===== config.mk =====
export PLATFORM = sky130hd
export DESIGN_NAME = mat_stream_loader
export DESIGN_NICKNAME = d
export VERILOG_FILES = /design/src/rtl/mat_stream_loader.sv
export SDC_FILE = /design/constraint.sdc
export NUM_CORES = 1
export LEC_CHECK = 0
export BUFFER_PORTS_ARGS = -buffer_cell sky130_fd_sc_hd__buf_2
export CAP_MARGIN = 20
export CORE_MARGIN = 5
export CORE_UTILIZATION = 45
export DETAILED_ROUTE_END_ITERATION = 16
export MAX_ROUTING_LAYER = met4
export PLACE_DENSITY_LB_ADDON = 0.2
export SYNTH_ARGS = -nofsm -noshare
export SYNTH_HDL_FRONTEND = slang
export SYNTH_SLANG_ARGS = --single-unit

===== constraint.sdc =====
create_clock -name clk -period 2.8 [get_ports clk]
set_input_delay 0.56 -clock clk [delete_from_list [all_inputs] [get_ports clk]]
set_output_delay 0.56 -clock clk [all_outputs]
set_load 0.01 [all_outputs]

===== src/rtl/mat_stream_loader.sv =====
// Assembles a row-major element stream into a NUM_ROWS x NUM_COLS matrix and holds
// it on mat_out until the downstream transpose stage accepts it via mat_valid/mat_ready.
module mat_stream_loader #(
  parameter int NUM_ROWS   = 1,
  parameter int NUM_COLS   = 1,
  parameter int DATA_WIDTH = 16,
  parameter int FIXED_PNT  = 8
) (
  input  logic                         clk,
  input  logic                         rst,
  input  logic                         in_valid,
  output logic                         in_ready,
  input  logic signed [DATA_WIDTH-1:0] in_data,
  input  logic                         in_last,
  output logic signed [DATA_WIDTH-1:0] mat_out [NUM_ROWS][NUM_COLS],
  output logic                         mat_valid,
  input  logic                         mat_ready,
  output logic                         err_frame
);

  localparam int RW = (NUM_ROWS > 1) ? $clog2(NUM_ROWS) : 1;
  localparam int CW = (NUM_COLS > 1) ? $clog2(NUM_COLS) : 1;
  localparam logic [RW-1:0] ROW_LAST = RW'(NUM_ROWS - 1);
  localparam logic [CW-1:0] COL_LAST = CW'(NUM_COLS - 1);

  // FIXED_PNT only describes the format seen by later stages; reject nonsense here.
  if (NUM_ROWS < 1 || NUM_COLS < 1 || FIXED_PNT < 0 || FIXED_PNT > DATA_WIDTH) begin : g_bad_param
    $error("mat_stream_loader: illegal parameter combination");
  end

  typedef enum logic {
    FILL = 1'b0,
    HOLD = 1'b1
  } state_e;

  state_e                         state_q, state_d;
  logic [RW-1:0]                  row_q, row_d;
  logic [CW-1:0]                  col_q, col_d;
  logic                           err_frame_q, err_frame_d;
  logic signed [DATA_WIDTH-1:0]   mat_q [NUM_ROWS][NUM_COLS];
  logic signed [DATA_WIDTH-1:0]   mat_d [NUM_ROWS][NUM_COLS];
  logic                           is_final;

  assign is_final = (row_q == ROW_LAST) && (col_q == COL_LAST);

  always_comb begin
    state_d     = state_q;
    row_d       = row_q;
    col_d       = col_q;
    err_frame_d = 1'b0;
    mat_d       = mat_q;
    case (state_q)
      FILL: begin
        if (in_valid) begin
          mat_d[row_q][col_q] = in_data;
          if (is_final) begin
            state_d     = HOLD;
            row_d       = '0;
            col_d       = '0;
            err_frame_d = !in_last;
          end else if (in_last) begin
            // Early in_last: abandon the partial frame, written elements stay but never go valid.
            row_d       = '0;
            col_d       = '0;
            err_frame_d = 1'b1;
          end else if (col_q == COL_LAST) begin
            col_d = '0;
            row_d = row_q + RW'(1);
          end else begin
            col_d = col_q + CW'(1);
          end
        end
      end
      HOLD: begin
        if (mat_ready) state_d = FILL;
      end
      default: state_d = FILL;
    endcase
  end

  always_ff @(posedge clk) begin
    if (rst) begin
      state_q     <= FILL;
      row_q       <= '0;
      col_q       <= '0;
      err_frame_q <= 1'b0;
      mat_q       <= '{default: '0};
    end else begin
      state_q     <= state_d;
      row_q       <= row_d;
      col_q       <= col_d;
      err_frame_q <= err_frame_d;
      mat_q       <= mat_d;
    end
  end

  assign in_ready  = (state_q == FILL);
  assign mat_valid = (state_q == HOLD);
  assign err_frame = err_frame_q;
  assign mat_out   = mat_q;

endmodule

Word-level counts from Yosys, hierarchy flattened
Cells that the tools add are included.

Flip-flop bits (word level): 20. Input bits: 21. Output and inout port bits: 19. Word-level logic and storage cells: 38.

$add $sub $neg: 2. Magnitude comparators: 4. Equality and inequality tests: 1. Multiplexer cells: 15. Bitwise gates (word level): 4. Reduce and logical (&&, ||, !) cells: 7.

Operator list (count): two-way mux 16 bit (2); bitwise mux 16 bit (1); two-way mux 1 bit (11); inverter 1 bit (4); logical AND 1 bit (3); != test 3 x 2 -> 1 bit (second input constant) (1); AND reduction 3 bit (1); OR reduction 3 bit (1); adder 1 bit (second input constant) (2); greater-or-equal comparator 1 bit (second input constant) (2); less-than comparator 1 bit (second input constant) (2); one-hot mux 1 bit (2 select lines) (1); AND reduction 2 bit (1); zero test 1 bit (1).

Depth between registers and ports, before layout
Gate-level depths: netlist of the first run.

Word-level depth: 5. Mapped depth: 4. Depth with buffers taken out: 4.

Least setup slack after synthesis of the first run
Ideal clock, no wire load.

Path type: input -> register. Start point: input in_valid. End point: register mat_q (netlist bit mat_out[0]). Setup time: 0.072 ns. Arrival time: 1.168 ns. Required time: 2.728 ns. Setup slack: 1.561 ns. Stages on the path: 4. Buffers on the path: 2. Path through: nor3b_2 -> buf_6 -> buf_12 -> mux2i_1.

Cells in the longest elaborated chain, start to end: 1.

Ends and longest elaborated chain: start, declared (RTL line 11) `input logic in_valid,`; AND reduction 2 bit (no source line); end signal, assigned (RTL line 93) `mat_q <= mat_d;`; end, declared (RTL line 40) `logic signed [DATA_WIDTH-1:0] mat_q [NUM_ROWS][NUM_COLS];`.

Every way passes these cells. A chain may end at the register's enable or synchronous reset.

Worst setup path after layout of the first run
Start point: register state_q, in the netlist mat_valid. End point: output in_ready.

Cells in the longest elaborated chain, start to end: 1.

Ends and longest elaborated chain: start, declared (RTL line 36) `state_e state_q, state_d;`; start signal, assigned (RTL line 89) `state_q <= state_d;`; inverter 1 bit; end, declared (RTL line 12) `output logic in_ready,`.

Every way passes these cells.

==> impl_metrics.csv, run 1 <==
group,metric,value,unit
outcome,status,"complete, no violations",
worst_setup_path,rrSetupSlack,1.36,ns
pwr,irDropWorstVdd,356,uV
clocking,clock_path_buffers,2,
worst_setup_path,crit_type,"flop to output port",
final_layout,layout-drive-gt1-share,38.0,%
place,portBuffers,39,
clocking,numCtsBuffers,3,
place,dpl_cell_area,0.00105,mm^2
synthesis,synth-warning-count,0,
floorplan,die_h,53.6,um
place,gp_congestion,0.631,
clocking,tritoncts,"yes",
global_route,grt_pass1_wl,2450,um
job,maxCapViolCount,0,
floorplan,core,0.00176,mm^2
detailed_routing,dr.pass1.iters,3,
detailed_routing,via_per_inst,4.53,
floorplan,initial_core_util,48.6,%
synthesis,netlist_area,857,um^2
floorplan,ios,40,
place,dp_slack,1.07,ns
place,hpwl,1220,um
final_layout,finalInstanceArea,0.00108,mm^2
synthesis,synth_top_area_share,44.4,%
clocking,clock_latency,0.30,ns
worst_setup_path,crit_fanout,6,
detailed_routing,drt-total-wl,1610,um
pwr,p_clk_share,26.0,%
worst_hold_path,min_path_type,"flop to flop",
pwr,powerDensity,489,mW/mm^2
timing,holdWs,0.478,ns
detailed_routing,drc,0,
timing,worst_slew_pin_slew,0.501,ns
timing,clock.fmax,0.659,GHz
clocking,holdBufCountCts,0,
synthesis,synth_cell_types,14,
final_layout,antennaDiodeCount,0,
pwr,seq_power_share,56.3,%
worst_setup_path,reg2reg_from,"mat_valid",
synthesis,synth_seq_cells,19,
floorplan,die_w,53.6,um
floorplan,rows,15,
final_layout,n_fill_cell,195,
detailed_routing,wl_per_cell,11.0,um
timing,fin_skew,0.00389,ns
synthesis,synth_top_cell_by_area,"dfxtp_1",
timing,setup_viol,0,
synthesis,syn_inst,82,
clocking,cts_setup_buffers,0,
worst_setup_path,worstPathArrival,0.96,ns
pwr,fin_total_pwr,0.529,mW
pwr,p_sw_share,26.0,%
synthesis,synthTopCellsByArea,"dfxtp_1, nand2b_1, mux2i_1, buf_12, ha_1",
worst_setup_path,cp-start-kind,"flop",
worst_setup_path,end_kind,"output port",
worst_hold_path,holdPathEnd,"mat_out[2]",
worst_setup_path,timing.rr.end,"mat_out[13]",
global_route,overflow,0,
timing,slew_headroom,66.6,%
worst_setup_path,r2r_cells,3,
pwr,comb_power_share,17.7,%
pwr,p_leak,0.523,nW
synthesis,seq_area_frac_synth,44.4,%
timing,hold_viol_final,0,
synthesis,syn_avg_cell_area,10.5,um^2
detailed_routing,drt-initial-drc-count,5,
global_route,track_usage,12.1,%
timing,setup-tns-final,0,ns
timing,drv_slew,0,
final_layout,fin_nets,144,
global_route,grt_pass1_vias,606,
final_layout,final_cell_mix,"buf_2, nand2b_1, dfxtp_1",
worst_setup_path,required,2.24,ns
timing,fin_crit_sh,54.2,%
worst_hold_path,whs_path_depth,2,
detailed_routing,ant_nets,0,
timing,fin_crit,1.52,ns
global_route,grt_max_degree,36,
timing,worst_slack,1.28,ns
timing,rsz0062_at_grt,"false",
final_layout,syn2layout_area_growth,26.3,%
clocking,clk_pin_slew_worst_paths,0.11,ns
synthesis,syn-num-nets,104,
floorplan,dieArea,0.00288,mm^2
pwr,switching_power,0.137,mW
worst_setup_path,crit_start,"mat_valid",
detailed_routing,vias,661,
worst_hold_path,min-delay-start,"mat_out[2]",
clocking,cts-root-buf,"clkbuf_4",
clocking,cts_resized,0,
clocking,cts.sinks,19,
clocking,htreeDepth,1,
final_layout,layout_commonest_cell,"buf_2",
pwr,intPower,0.392,mW
global_route,antenna_found_initial,0,
==> through the flow <==
stage	utilization [%]	cells
3_5_place_dp	59.8	142
5_1_grt	61.3	146
3_3_place_gp	59.8	142
4_1_cts	61.3	146
2_1_floorplan	-	82
6_report	61.3	146
==> worst max-delay path by stage <==
stage	endpoint	slack [ns]	cells after the start
after floorplan	mat_out[0]	1.56	4
after global placement	mat_out[14]	1.12	4
after detailed placement	mat_out[13]	1.07	4
after CTS	in_ready	1.26	2
after global routing	in_ready	1.22	2
final	in_ready	1.28	2
==> power by group through the flow <==
stage / logic, mW / registers (mW) / clock network (mW)
after global placement: 0.0932 / 0.304 / 0
after detailed placement: 0.0954 / 0.304 / 0
final: 0.0939 / 0.298 / 0.138
after floorplan: 0.0521 / 0.312 / 0
after global routing: 0.103 / 0.300 / 0.155
after CTS: 0.0957 / 0.298 / 0.145
==> Yosys cell counts (all sizes together) <==
library cell	number
nor3	1
nand2b	32
nor3b	2
inv	3
mux2i	16
ha	1
buf	2
clkbuf	3
o21ba	1
dfxtp	19
nor2b	1
nor4b	1
==> sequential cells by signal, indices dropped and copies added, names as in the netlist <==
name	flops
mat_out	16
err_frame	1
row_q	1
mat_valid	1
==> critical path, stage by stage (launching register included) <==
cell	delay [ns]
dfxtp_1	0.46
inv_1	0.06
buf_2	0.14
==> cells by family (layout without fill, tap and decap cells) <==
kind of cell	after synthesis	count (layout)	share of synthesized area (%)
simple gates	37	37	28.0
mux	16	16	18.7
compound gates	1	1	1.17
buf+inv	8	47	6.28
flops	19	19	44.4
fa+ha+maj	1	1	1.46
==> area by class of cell <==
class / instances / area (um^2) / share of cell area [%]
clock buffers: 3 / 22.5 / 2.08
clock inverters: 1 / 5.00 / 0.462
inverters: 3 / 11.3 / 1.04
multi-input cells: 55 / 429 / 39.7
flip-flops and latches: 19 / 380 / 35.1
well taps: 25 / 31.3 / 2.89
repair buffers: 40 / 203 / 18.7
==> routing by layer <==
metal	wire (um)	track usage, %
met2	742	19.2
met5	0	-
met3	135	5.26
met1	722	14.3
met4	12	2.55
No activity file was read; power rests on OpenSTA's default activity.
==> inputs of run 2 (changes only) <==
--- a/config.mk
+++ b/config.mk
@@ -5,10 +5,11 @@
 export SDC_FILE = /design/constraint.sdc
 export NUM_CORES = 1
 export LEC_CHECK = 0
+export ABC_AREA = 1
 export BUFFER_PORTS_ARGS = -buffer_cell sky130_fd_sc_hd__buf_2
 export CAP_MARGIN = 20
 export CORE_MARGIN = 5
-export CORE_UTILIZATION = 45
+export CORE_UTILIZATION = 39
 export DETAILED_ROUTE_END_ITERATION = 16
 export MAX_ROUTING_LAYER = met4
 export PLACE_DENSITY_LB_ADDON = 0.2
==> constraint.sdc (replaced) <==
create_clock -name clk -period 1.3 [get_ports clk]
set_input_delay 0.26 -clock clk [delete_from_list [all_inputs] [get_ports clk]]
set_output_delay 0.26 -clock clk [all_outputs]
set_load 0.01 [all_outputs]
==> impl_metrics.csv, run 2 <==
group,metric,value,unit
pwr,fin_total_pwr,1.17,mW
worst_setup_path,crit_fanout,4,
clocking,cts-root-buf,"clkbuf_4",
clocking,tritoncts,"yes",
final_layout,layout_commonest_cell,"buf_2",
synthesis,synth_top_cell_by_area,"dfxtp_1",
synthesis,synthFlopType,"dfxtp_1",
floorplan,die_w,55.2,um
clocking,numCtsBuffers,3,
detailed_routing,dr.pass1.iters,5,
clocking,cts.sinks,19,
synthesis,synth_top_area_share,47.7,%
place,hpwl,1200,um
worst_setup_path,reg2reg_from,"mat_valid",
global_route,overflow,0,
clocking,clock_path_buffers,2,
timing,rsz0062_at_grt,"false",
synthesis,synth_cell_types,14,
timing,setup_viol,0,
worst_setup_path,rrSetupSlack,0.23,ns
floorplan,core,0.00196,mm^2
final_layout,antennaDiodeCount,0,
floorplan,dieArea,0.00305,mm^2
timing,fin_skew,0.00550,ns
place,gp_congestion,0.744,
worst_setup_path,r2r_cells,4,
global_route,grt_max_degree,34,
timing,drv_slew,0,
worst_setup_path,end_kind,"output port",
synthesis,synthTopCellsByArea,"dfxtp_1, nand2_1, nor2_1, inv_1, buf_6",
floorplan,rows,16,
global_route,antenna_found_initial,0,
final_layout,layout-drive-gt1-share,31.6,%
clocking,htreeDepth,1,
detailed_routing,drt-total-wl,1610,um
worst_setup_path,timing.rr.end,"mat_out[15]",
clocking,clock_latency,0.29,ns
worst_setup_path,cpPeakStageDelay,0.36,ns
worst_setup_path,worstPathArrival,0.85,ns
floorplan,initial_core_util,40.6,%
timing,slew_headroom,76.6,%
worst_setup_path,cp_num_buf_inv,2,
job,maxCapViolCount,0,
outcome,status,"complete, no violations",
synthesis,synth-warning-count,0,
clocking,clk_pin_slew_worst_paths,0.11,ns
synthesis,seq_area_frac_synth,47.7,%
detailed_routing,wl_per_cell,8.85,um
timing,clock.fmax,0.898,GHz
synthesis,netlist_area,797,um^2
synthesis,syn_avg_cell_area,6.87,um^2
timing,hold_viol_final,0,
worst_setup_path,crit_type,"flop to output port",
clocking,holdBufCountCts,0,
detailed_routing,drc,0,
place,portBuffers,39,
global_route,grt_pass1_wl,2760,um
clocking,cts_resized,0,
synthesis,synth_seq_cells,19,
worst_setup_path,worst_path_max_delay_cell,"dfxtp_1",
worst_hold_path,min_path_type,"input port to flop",
worst_setup_path,path_cells,"inv_2, buf_2",
worst_setup_path,cp-start-kind,"flop",
synthesis,ys_async_sr_fraction,0,%
worst_setup_path,crit_path_end,"in_ready",
floorplan,die_h,55.2,um
timing,fin_crit_sh,85.7,%
worst_setup_path,path_depth,2,
pwr,powerDensity,1150,mW/mm^2
timing,setup-tns-final,0,ns
timing,fin_crit,1.11,ns
worst_hold_path,min-delay-start,"rst",
final_layout,largest_register_ffs,16,
worst_setup_path,cp_top_family,"flip-flops",
timing,worst_slew_pin_slew,0.351,ns
detailed_routing,vias,712,
final_layout,syn2layout_area_growth,27.8,%
pwr,p_leak,0.605,nW
clocking,cts_setup_buffers,0,
worst_setup_path,crit_start,"mat_valid",
synthesis,syn-num-nets,138,
pwr,irDropWorstVdd,494,uV
detailed_routing,drt-initial-drc-count,9,
final_layout,fin_nets,178,
final_layout,final_cell_mix,"buf_2, nor2_1, nand2_1",
synthesis,synth_edf_count,0,
global_route,grt_pass1_vias,656,
detailed_routing,via_per_inst,3.91,
synthesis,synth_common_cells,"nand2_1, nor2_1, dfxtp_1, inv_1, inv_2",
synthesis,syn_inst,116,
detailed_routing,ant_nets,0,
floorplan,ios,40,
worst_setup_path,required,1.04,ns
global_route,track_usage,11.3,%
[run 2: changes by cell type after synthesis, moves of 3 or more]
cell / before / now
clkbuf_1: 3 / 0
inv_2: 0 / 3
nor2_1: 0 / 33
nand2_1: 0 / 33
nand2b_1: 32 / 0
inv_1: 3 / 18
mux2i_1: 16 / 0
[run 2: kinds of logic after synthesis]
kind of cell	Yosys count	synth area share, %
AOI/OAI and AO/OA	2	1.73
adders and majority gates	1	1.57
buffers and inverters	25	14.3
DFF	19	47.7
and+or+nand+nor	69	34.7
[run 2: layout make-up]
class	count	area [um^2]
inverter	21	78.8
fill	214	943
timing repair buffer	39	195
sequential	19	380
tap	27	33.8
clock buffer	3	22.5
multi-input combinational	72	303
clock inverter	1	5.00
[run 2: how the worst min path moves through the flow]
| stage | endpoint | slack (ns) | depth (start not counted) |
|---|---|---|---|
| finish | mat_valid | 0.17 | 2 |
| global route | mat_valid | 0.15 | 2 |
| floorplan | mat_valid | 0.32 | 1 |
| detailed placement | mat_valid | 0.48 | 2 |
| global placement | mat_valid | 0.48 | 2 |
| CTS | mat_valid | 0.15 | 2 |
[run 2: power breakdown]
part           switching, mW  leakage (nW)  internal [mW]
clock                  0.174        0.0177          0.114
combinational          0.133         0.430         0.0971
sequential            0.0202         0.157          0.629
total                  0.327         0.605          0.841
[run 2: routing by layer]
layer	part of all wire, %	vias to the layer above	global-route usage [%]
li1	-	406	-
met4	0.43	0	4.17
met3	8.0	2	4.20
met1	47	282	13.9
met5	0	-	-
met2	44	22	16.7
[run 2: metrics by stage]
stage / utilization, % / area, um^2 / setup WS (ns) / hold WS, ns / instances
after floorplan: - / 797 / 0.348 / 0.322 / 116
after global placement: 50.5 / 991 / 0.288 / 0.480 / 178
after detailed placement: 50.5 / 991 / 0.243 / 0.477 / 178
after CTS: 51.9 / 1020 / 0.163 / 0.153 / 182
after global routing: 51.9 / 1020 / 0.0874 / 0.146 / 182
final: 51.9 / 1020 / 0.186 / 0.169 / 182
==> inputs of run 3 (changes only) <==
--- a/config.mk
+++ b/config.mk
@@ -11,7 +11,6 @@
 export CORE_MARGIN = 5
 export CORE_UTILIZATION = 39
 export DETAILED_ROUTE_END_ITERATION = 16
-export MAX_ROUTING_LAYER = met4
 export PLACE_DENSITY_LB_ADDON = 0.2
 export SYNTH_ARGS = -nofsm -noshare
 export SYNTH_HDL_FRONTEND = slang
==> impl_metrics.csv, run 3 (synthesis results as in run 2) <==
group,metric,value,unit
outcome,status,"complete, no violations",
floorplan,core,0.00196,mm^2
final_layout,antennaDiodeCount,0,
worst_setup_path,crit_fanout,4,
worst_setup_path,end_kind,"output port",
final_layout,fin_nets,178,
timing,fin_crit,1.11,ns
final_layout,layout-drive-gt1-share,31.6,%
timing,setup-tns-final,0,ns
timing,rsz0062_at_grt,"false",
global_route,grt_max_degree,34,
timing,fin_crit_sh,85.7,%
final_layout,final_cell_mix,"buf_2, nor2_1, nand2_1",
final_layout,finalInstanceArea,0.00102,mm^2
place,dpl_cell_area,991,um^2
timing,hold_viol_final,0,
global_route,antenna_found_initial,0,
place,gp_congestion,0.735,
timing,drv_slew,0,
floorplan,rows,16,
worst_hold_path,min-delay-start,"rst",
detailed_routing,drc,0,
global_route,track_usage,11.0,%
detailed_routing,via_per_inst,3.91,
place,hpwl,1200,um
global_route,overflow,0,
detailed_routing,dr.pass1.iters,5,
worst_setup_path,required,1.04,ns
final_layout,largest_register_ffs,16,
worst_setup_path,crit_start,"mat_valid",
clocking,cts_setup_buffers,0,
worst_hold_path,min_path_type,"input port to flop",
timing,worst_slew_pin_slew,0.351,ns
global_route,grt_pass1_vias,655,
final_layout,stdcell_count,182,
timing,fin_skew,0.00590,ns
clocking,htreeDepth,1,
worst_setup_path,worstPathArrival,0.85,ns
floorplan,die_h,55.2,um
detailed_routing,ant_nets,0,
pwr,irDropWorstVdd,495,uV
clocking,clk_pin_slew_worst_paths,0.11,ns
detailed_routing,vias,712,
pwr,powerDensity,1150,mW/mm^2
floorplan,die_w,55.2,um
place,portBuffers,39,
detailed_routing,drt-initial-drc-count,9,
timing,slew_headroom,76.6,%
timing,clock.fmax,0.898,GHz
detailed_routing,wl_per_cell,8.86,um
worst_setup_path,crit_type,"flop to output port",
floorplan,dieArea,0.00305,mm^2
worst_setup_path,cpPeakStageDelay,0.36,ns
detailed_routing,drt-total-wl,1610,um
floorplan,initial_core_util,40.6,%
clocking,cts-root-buf,"clkbuf_4",
clocking,clock_path_buffers,2,
final_layout,syn2layout_area_growth,27.8,%
global_route,grt_pass1_wl,2760,um
clocking,numCtsBuffers,3,
final_layout,utilization,51.9,%
timing,setup_viol,0,
worst_setup_path,path_cells,"inv_2, buf_2",
job,maxCapViolCount,0,
final_layout,layout_commonest_cell,"buf_2",
worst_setup_path,worst_path_max_delay_cell,"dfxtp_1",
clocking,holdBufCountCts,0,
clocking,clock_latency,0.29,ns
place,dp_cells,178,
worst_setup_path,cp-start-kind,"flop",
clocking,tritoncts,"yes",
worst_setup_path,reg2reg_from,"mat_valid",
floorplan,ios,40,
pwr,p_leak,0.605,nW
clocking,cts_resized,0,
clocking,cts.sinks,19,
-- run 3: cell counts in the layout (fill, tap and decap cells not counted) --
No cell type changed its count.
-- run 3: power breakdown --
| group | total, mW | internal [mW] | switching (mW) |
|---|---|---|---|
| Clock | 0.289 | 0.114 | 0.174 |
| Combinational | 0.230 | 0.0971 | 0.133 |
| Sequential | 0.649 | 0.629 | 0.0201 |
-- run 3: worst paths after layout --
check,slack (ns),cells past startpoint,to
worst max-delay path,0.19,2,in_ready
worst min register to register,0.51,4,mat_out[4]
worst max register to register,0.24,4,mat_out[15]
worst min-delay path,0.17,2,mat_valid
-- run 3: worst max-delay path, delay by kind of cell (launching register included) --
family                 cells  cell delay (ns)
buffers and inverters      2             0.21
flip-flops                 1             0.36
-- run 3: stage by stage --
step / setup WS, ns / total power [mW] / hold WS (ns)
after floorplan: 0.348 / 0.812 / 0.322
after global placement: 0.288 / 0.889 / 0.480
after detailed placement: 0.243 / 0.896 / 0.477
after CTS: 0.163 / 1.19 / 0.153
after global routing: 0.0874 / 1.26 / 0.146
final: 0.186 / 1.17 / 0.168
-- run 3: metal layers --
| layer | track usage [%] | wire (um) |
|---|---|---|
| met2 | 16.7 | 713 |
| met3 | 5.13 | 160 |
| met1 | 13.3 | 731 |
| met4 | 4.17 | 7 |
| met5 | 0 | 0 |
-- run 3: area by class of cell --
class                   instances  area [um^2]
fillers                       214          943
flip-flops and latches         19          380
multi-input cells              72          303
well taps                      27         33.8
repair buffers                 39          195
inverters                      21         78.8
clock buffers                   3         22.5
clock inverters                 1         5.00
